<file path="src/rtl/fht_io_ctrl.sv">
// fht_io_ctrl: streams N = 2^(A_BIT+2) samples into the FHT input banks, pulses oSTART, waits on iRDY,
// then streams results out through a 2-entry skid FIFO. Define FHT_IO_BITREV_EN for bit-reversed load addressing.
module fht_io_ctrl #(
  parameter int A_BIT = 8,
  parameter int D_BIT = 16
) (
  input  logic             iCLK,
  input  logic             iRESET,
  input  logic [D_BIT-1:0] iDATA,
  input  logic             iVALID,
  output logic             oREADY,
  output logic [D_BIT-1:0] oDATA,
  output logic             oVALID,
  input  logic             iREADY,
  output logic             oLAST,
  output logic [A_BIT-1:0] oADDR_WR,
  output logic [D_BIT-1:0] oDATA_WR,
  output logic [3:0]       oWE,
  output logic [A_BIT-1:0] oADDR_RD,
  output logic [3:0]       oRE,
  input  logic [D_BIT-1:0] iDATA_RD_0,
  input  logic [D_BIT-1:0] iDATA_RD_1,
  input  logic [D_BIT-1:0] iDATA_RD_2,
  input  logic [D_BIT-1:0] iDATA_RD_3,
  output logic             oSTART,
  input  logic             iRDY,
  output logic             oBUSY
);
  localparam int CW = A_BIT + 2;
  localparam logic [CW-1:0] LAST_IDX = '1;

  typedef enum logic [2:0] {S_IDLE, S_LOAD, S_KICK, S_RUN, S_UNLOAD} state_t;

  state_t           state_q;
  logic [CW-1:0]    wr_cnt_q;
  logic [CW-1:0]    rd_cnt_q;
  logic             rd_done_q;
  logic             seen_low_q;
  logic             start_q;
  logic [3:0]       we_q;
  logic [A_BIT-1:0] waddr_q;
  logic [D_BIT-1:0] wdata_q;
  logic             dv_q;
  logic             dlast_q;
  logic [1:0]       dbank_q;
  logic [D_BIT-1:0] f_dat0_q;
  logic [D_BIT-1:0] f_dat1_q;
  logic [1:0]       f_last_q;
  logic [1:0]       f_occ_q;

  function automatic logic [CW-1:0] load_index(input logic [CW-1:0] k);
    logic [CW-1:0] r;
`ifdef FHT_IO_BITREV_EN
    for (int b = 0; b < CW; b++) r[b] = k[CW-1-b];
`else
    r = k;
`endif
    return r;
  endfunction

  logic [CW-1:0]    wr_idx;
  logic             beat;
  logic             pop;
  logic             push;
  logic             issue;
  logic [2:0]       credit;
  logic [D_BIT-1:0] rd_dat;

  assign wr_idx = load_index(wr_cnt_q);
  assign beat   = (state_q == S_LOAD) & iVALID;
  assign pop    = oVALID & iREADY;
  assign push   = dv_q;
  // Slots owed to the FIFO: stored entries plus the read whose data lands this cycle, less what leaves now.
  assign credit = {1'b0, f_occ_q} + {2'b00, dv_q} - {2'b00, pop};
  assign issue  = (state_q == S_UNLOAD) & ~rd_done_q & (credit < 3'd2);

  always_comb begin
    rd_dat = iDATA_RD_0;
    case (dbank_q)
      2'd1:    rd_dat = iDATA_RD_1;
      2'd2:    rd_dat = iDATA_RD_2;
      2'd3:    rd_dat = iDATA_RD_3;
      default: rd_dat = iDATA_RD_0;
    endcase
  end

  assign oREADY   = (state_q == S_LOAD);
  assign oBUSY    = (state_q != S_IDLE);
  assign oSTART   = start_q;
  assign oWE      = we_q;
  assign oADDR_WR = waddr_q;
  assign oDATA_WR = wdata_q;
  assign oADDR_RD = rd_cnt_q[CW-1:2];
  assign oRE      = issue ? (4'b0001 << rd_cnt_q[1:0]) : 4'b0000;
  assign oVALID   = (f_occ_q != 2'd0);
  assign oDATA    = f_dat0_q;
  assign oLAST    = oVALID & f_last_q[0];

  always_ff @(posedge iCLK) begin
    if (iRESET) begin
      state_q    <= S_IDLE;
      wr_cnt_q   <= '0;
      rd_cnt_q   <= '0;
      rd_done_q  <= 1'b0;
      seen_low_q <= 1'b0;
      start_q    <= 1'b0;
      we_q       <= 4'b0000;
      waddr_q    <= '0;
      wdata_q    <= '0;
      dv_q       <= 1'b0;
      dlast_q    <= 1'b0;
      dbank_q    <= 2'd0;
    end else begin
      we_q    <= 4'b0000;
      start_q <= 1'b0;
      dv_q    <= issue;
      dbank_q <= rd_cnt_q[1:0];
      dlast_q <= (rd_cnt_q == LAST_IDX);
      case (state_q)
        S_IDLE: begin
          wr_cnt_q   <= '0;
          rd_cnt_q   <= '0;
          rd_done_q  <= 1'b0;
          seen_low_q <= 1'b0;
          if (iVALID) state_q <= S_LOAD;
        end
        S_LOAD: begin
          if (beat) begin
            we_q    <= 4'b0001 << wr_idx[1:0];
            waddr_q <= wr_idx[CW-1:2];
            wdata_q <= iDATA;
            if (wr_cnt_q == LAST_IDX) state_q <= S_KICK;
            else                      wr_cnt_q <= wr_cnt_q + 1'b1;
          end
        end
        S_KICK: begin
          start_q <= 1'b1;
          state_q <= S_RUN;
        end
        S_RUN: begin
          // A stale high iRDY left over from the previous transform must not count as done.
          if (!iRDY)           seen_low_q <= 1'b1;
          else if (seen_low_q) state_q    <= S_UNLOAD;
        end
        S_UNLOAD: begin
          if (issue) begin
            if (rd_cnt_q == LAST_IDX) rd_done_q <= 1'b1;
            else                      rd_cnt_q  <= rd_cnt_q + 1'b1;
          end
          if (pop && f_last_q[0]) begin
            state_q   <= S_IDLE;
            rd_cnt_q  <= '0;
            rd_done_q <= 1'b0;
          end
        end
        default: state_q <= S_IDLE;
      endcase
    end
  end

  always_ff @(posedge iCLK) begin
    if (iRESET) begin
      f_occ_q  <= 2'd0;
      f_dat0_q <= '0;
      f_dat1_q <= '0;
      f_last_q <= 2'b00;
    end else begin
      case ({push, pop})
        2'b10: begin
          if (f_occ_q == 2'd0) begin
            f_dat0_q    <= rd_dat;
            f_last_q[0] <= dlast_q;
          end else begin
            f_dat1_q    <= rd_dat;
            f_last_q[1] <= dlast_q;
          end
          f_occ_q <= f_occ_q + 2'd1;
        end
        2'b01: begin
          f_dat0_q    <= f_dat1_q;
          f_last_q[0] <= f_last_q[1];
          f_occ_q     <= f_occ_q - 2'd1;
        end
        2'b11: begin
          if (f_occ_q == 2'd1) begin
            f_dat0_q    <= rd_dat;
            f_last_q[0] <= dlast_q;
          end else begin
            f_dat0_q    <= f_dat1_q;
            f_last_q[0] <= f_last_q[1];
            f_dat1_q    <= rd_dat;
            f_last_q[1] <= dlast_q;
          end
        end
        default: ;
      endcase
    end
  end

endmodule

</file>
<file path="config.mk">
export PLATFORM = sky130hd
export DESIGN_NAME = fht_io_ctrl
export DESIGN_NICKNAME = d
export VERILOG_FILES = /design/src/rtl/fht_io_ctrl.sv
export SDC_FILE = /design/constraint.sdc
export NUM_CORES = 1
export LEC_CHECK = 0
export CORE_MARGIN = 4
export CORE_UTILIZATION = 38
export DETAILED_ROUTE_END_ITERATION = 16
export PLACE_DENSITY = 0.79
export SLEW_MARGIN = 0
export SYNTH_ARGS = -nofsm -noshare
export SYNTH_HDL_FRONTEND = slang
export SYNTH_SLANG_ARGS = --single-unit
</file>
<file path="constraint.sdc">
create_clock -name iCLK -period 7.7 [get_ports iCLK]
set_input_delay 1.54 -clock iCLK [delete_from_list [all_inputs] [get_ports iCLK]]
set_output_delay 1.54 -clock iCLK [all_outputs]
set_load 0.005 [all_outputs]
</file>
==> results.rst <==
.. list-table::
   :header-rows: 1

   * - Metric
     - Value
   * - Mapped Nets
     - 570
   * - Worst hold start
     - oDATA_WR[12]
   * - Mean Syn Cell Area
     - 9.31 µm²
   * - Largest family of logic cells by synthesized area
     - simple AND/OR/NAND/NOR gates
   * - TritonCTS clock tree
     - done
   * - Overall track demand over capacity in global routing
     - 17.3%
   * - Unrepaired setup endpoints after global routing
     - no
   * - Largest area contributor in the synthesized netlist
     - sky130_fd_sc_hd__dfxtp_1
   * - Starting density of the core
     - 38.7%
   * - Antenna violations before repair
     - 0
   * - Async set or reset register ratio after synthesis
     - 0%
   * - Final global-route overflow total
     - 0
   * - Commonest non-fill, non-tap cell in the layout
     - sky130_fd_sc_hd__clkdlybuf4s50_1
   * - Worst setup SP type
     - primary input
   * - Worst path cell trace
     - clkdlybuf4s50_1, nand2b_1, nor2_1, o21ai_0, fa_1, nor4b_4, and2_0, and3_1, clkdlybuf4s50_1
   * - Critical path data arrival time
     - 4440 ps
   * - Complex-gate fraction of the synthesized area
     - 13.6%
   * - Mux cell area share after synthesis
     - 12.0%
   * - Buffers on Ports
     - 145
   * - CTS resizes
     - 0
   * - Largest delay share family, worst path
     - simple AND/OR/NAND/NOR gates
   * - Average routed wire per standard cell
     - 15.7 µm
   * - Die Y
     - 116 µm
   * - Outcome
     - finished clean
   * - Sum of routed wire length over all layers
     - 11.7 mm
   * - Number of I/O pins
     - 146
   * - Area of combinational cells with multiple inputs
     - 2260 µm²
   * - Synth Flop Type
     - sky130_fd_sc_hd__dfxtp_1
   * - Post-Place Worst Slack
     - 1750 ps
   * - Leakage power figure
     - 2.10 nW
   * - Count of unresolved DRC violations after routing
     - 0
   * - Post-Route Hold Slack
     - 454 ps
   * - Critical register-to-register path endpoint
     - rd_cnt_q[4]
   * - Cell repeated most along the worst path
     - sky130_fd_sc_hd__clkdlybuf4s50_1
   * - Power Density
     - 192 nW/µm²
   * - Max-Slew Margin vs Limit
     - 28.3%
   * - Clock Tree Root
     - sky130_fd_sc_hd__clkbuf_16
   * - Antenna diode instance count
     - 0
   * - Maximum buffer depth of the clock tree
     - 2
   * - XOR/XNOR Fraction of Synth Area
     - 0.991%
   * - Distinct cells, synth
     - 52
   * - Critical path buffer and inverter count
     - 2
   * - Transition time of the tightest slew-check pin
     - 1070 ps
   * - Worst clock skew on the final layout
     - 6.41 ps
   * - Worst hold path cell count
     - 2
   * - Main area contributors after synthesis
     - sky130_fd_sc_hd__dfxtp_1 43%, sky130_fd_sc_hd__mux4_2 8.2%, sky130_fd_sc_hd__nand2_1 5.0%
   * - Final setup violation count
     - 0
   * - Number of enable flip-flop cells after synthesis
     - 0
   * - Post-CTS Setup Inserts
     - 0
   * - Critical path's largest stage delay
     - 560 ps
   * - Weighted congestion reported at the end of routability-driven placement
     - 0.864
   * - Adder-cell share of the synthesized area
     - 3.00%
   * - Row count
     - 39
   * - Reg2Reg Setup Slack
     - 4640 ps
   * - Setup WS post-layout
     - 1720 ps
   * - Number of hold buffers added after cts
     - 0
   * - Crit path max fanout
     - 8
   * - Die X-Extent
     - 116 µm
   * - Worst min-delay path category
     - flip-flop to flip-flop
   * - Fmax
     - 167 MHz
   * - Leading cell types in the layout, fill and taps excluded
     - 144 x sky130_fd_sc_hd__clkdlybuf4s50_1, 94 x sky130_fd_sc_hd__dfxtp_1, 59 x sky130_fd_sc_hd__nand2_1
   * - Simple-gate share of the synthesized area
     - 21.6%
   * - Share of the cycle needed by the critical path after routing
     - 77.7%
   * - Setup TNS
     - 0 ps
   * - Number of synthesis warnings
     - 0
   * - Slowest stage cell, crit path
     - sky130_fd_sc_hd__clkdlybuf4s50_1
   * - Core Area
     - 11400 µm²
   * - Worst IR drop on VDD
     - 0.107 mV
   * - Number of H-tree branching levels
     - 3
   * - Register area
     - 1880 µm²
   * - Number of buffers created by CTS
     - 9
   * - Fraction of the yosys area taken by sequential cells
     - 42.6%
   * - Floorplan die area
     - 13400 µm²
   * - R2r worst-path depth
     - 10
   * - Wire length of the first global-routing pass
     - 18.9 mm
   * - Startpoint of the most critical register-to-register path
     - f_occ_q[1]
   * - Max-slew violation count
     - 0
   * - Cell area after synthesis
     - 4420 µm²
   * - Via/cell ratio
     - 5.47
   * - CP required
     - 6160 ps
   * - DRT Pass-1 Iters
     - 4
   * - Via total after detailed routing
     - 4066
   * - Count of endpoints failing hold in the final timing report
     - 0
   * - Max-capacitance violation count
     - 0
   * - DP HPWL
     - 8.49 mm
   * - Source-to-sink clock delay at the later pin of the worst-skew pair
     - 340 ps
   * - Final Critical Period
     - 5980 ps
   * - Largest net degree at the start of global routing
     - 77
   * - Area fraction of the dominant cell type after synthesis
     - 42.6%
   * - Nets
     - 690
   * - Post-Synthesis Cells
     - 475
   * - Initial detailed-routing violation count
     - 340
   * - Critical path class
     - primary input to output port
   * - Hold Path End
     - oDATA_WR[12]
   * - Post-synthesis register bit count
     - 94
   * - Clk pin slew, worst setup/hold paths
     - 60 ps
   * - CTS sink cnt
     - 94
   * - Ratio of cells with drive above 1 in the final layout
     - 8.00%
   * - Filler cells
     - 1018
   * - ANT nets after route
     - 0
   * - Number of global-route vias before repair
     - 3951
   * - Syn-to-layout area delta
     - 39.3%
   * - Endpoint kind of the worst setup timing path
     - output port
-- power by group --
group          total (W)  switching [W]  internal, W  leakage [nW]
logic           0.000194      0.0000902     0.000103          1.19
registers       0.000519      0.0000142     0.000504         0.760
clock network   0.000468       0.000184     0.000284         0.152
total            0.00118       0.000288     0.000892          2.10
-- worst max-delay path by stage --
stage | startpoint | slack (ps) | cells past startpoint | to
after CTS | iREADY | 1720 | 9 | oRE[0]
after floorplan | iREADY | 2960 | 8 | oRE[0]
after global routing | iREADY | 1500 | 9 | oRE[0]
final | iREADY | 1720 | 9 | oRE[0]
after detailed placement | iREADY | 1750 | 9 | oRE[0]
after global placement | iREADY | 1800 | 9 | oRE[0]
-- cell type report --
class,instances,area share [%]
clock buffer,10,3.72
clock inverter,6,1.40
inverter,14,0.853
multi-input combinational,328,36.7
sequential,94,30.6
tap,143,2.90
timing repair buffer,148,23.8
-- through the flow --
step | power (W) | utilization, % | instances | instance area [µm²]
floorplan | 0.000626 | - | 475 | 4420
global placement | 0.000715 | 51.2 | 727 | 5840
detailed placement | 0.000722 | 51.2 | 727 | 5840
CTS | 0.00119 | 53.9 | 743 | 6160
global route | 0.00124 | 53.9 | 743 | 6160
finish | 0.00118 | 53.9 | 743 | 6160
-- tightest hold or removal path, delay by kind of cell (launching register included) --
kind            cells  cell delay, ps
compound gates      1              50
flops               1             310
simple gates        1              50
-- synthesized netlist by cell type, types with 2 or more instances --
cell type	count
sky130_fd_sc_hd__o21ai_0	12
sky130_fd_sc_hd__o211ai_1	3
sky130_fd_sc_hd__nor4b_1	4
sky130_fd_sc_hd__clkbuf_1	16
sky130_fd_sc_hd__nand2_1	59
sky130_fd_sc_hd__and2b_2	2
sky130_fd_sc_hd__or3_1	5
sky130_fd_sc_hd__o311ai_0	3
sky130_fd_sc_hd__mux4_2	16
sky130_fd_sc_hd__nand3b_1	2
sky130_fd_sc_hd__nand3_1	8
sky130_fd_sc_hd__nor4_1	2
sky130_fd_sc_hd__buf_1	3
sky130_fd_sc_hd__and3_1	10
sky130_fd_sc_hd__buf_2	5
sky130_fd_sc_hd__and2_1	2
sky130_fd_sc_hd__dfxtp_1	94
sky130_fd_sc_hd__ha_1	9
sky130_fd_sc_hd__buf_6	4
sky130_fd_sc_hd__nor3_1	20
sky130_fd_sc_hd__buf_4	11
sky130_fd_sc_hd__inv_1	14
sky130_fd_sc_hd__or2_2	2
sky130_fd_sc_hd__nor2_1	46
sky130_fd_sc_hd__or4_1	4
sky130_fd_sc_hd__xor2_1	4
sky130_fd_sc_hd__a21oi_2	3
sky130_fd_sc_hd__nor3b_1	3
sky130_fd_sc_hd__a211oi_1	3
sky130_fd_sc_hd__a221oi_1	17
sky130_fd_sc_hd__and4bb_2	2
sky130_fd_sc_hd__mux2i_1	17
sky130_fd_sc_hd__o31ai_1	6
sky130_fd_sc_hd__a21oi_1	35
sky130_fd_sc_hd__o41ai_1	4
sky130_fd_sc_hd__nand4_1	9
-- routing by layer --
layer / up-vias / track usage, % / part of all wire (%)
met3: 22 / 3.86 / 6.9
met5: - / 0 / 0
li1: 1956 / - / -
met1: 1939 / 21.1 / 41
met4: 0 / 7.35 / 2.4
met2: 149 / 29.5 / 50
-- state kept, by name, indices dropped and copies added, names as in the netlist --
register,count
state_q,3
f_occ_q,2
oADDR_WR,8
rd_cnt_q,10
f_last_q,2
dv_q,1
dbank_q,2
seen_low_q,1
f_dat1_q,16
wr_cnt_q,10
oDATA_WR,16
oSTART,1
oWE,4
dlast_q,1
rd_done_q,1
oDATA,16
-- cell families after synthesis --
| kind of cell | Yosys count |
|---|---|
| XOR/XNOR | 5 |
| adder cells (fa/ha/maj) | 10 |
| AND/OR/NAND/NOR | 189 |
| flip-flops | 94 |
| multiplexers | 33 |
| buffers and inverters | 53 |
| AO/OA/AOI/OAI | 91 |
Note: power is estimated with default switching activity, not from simulation.
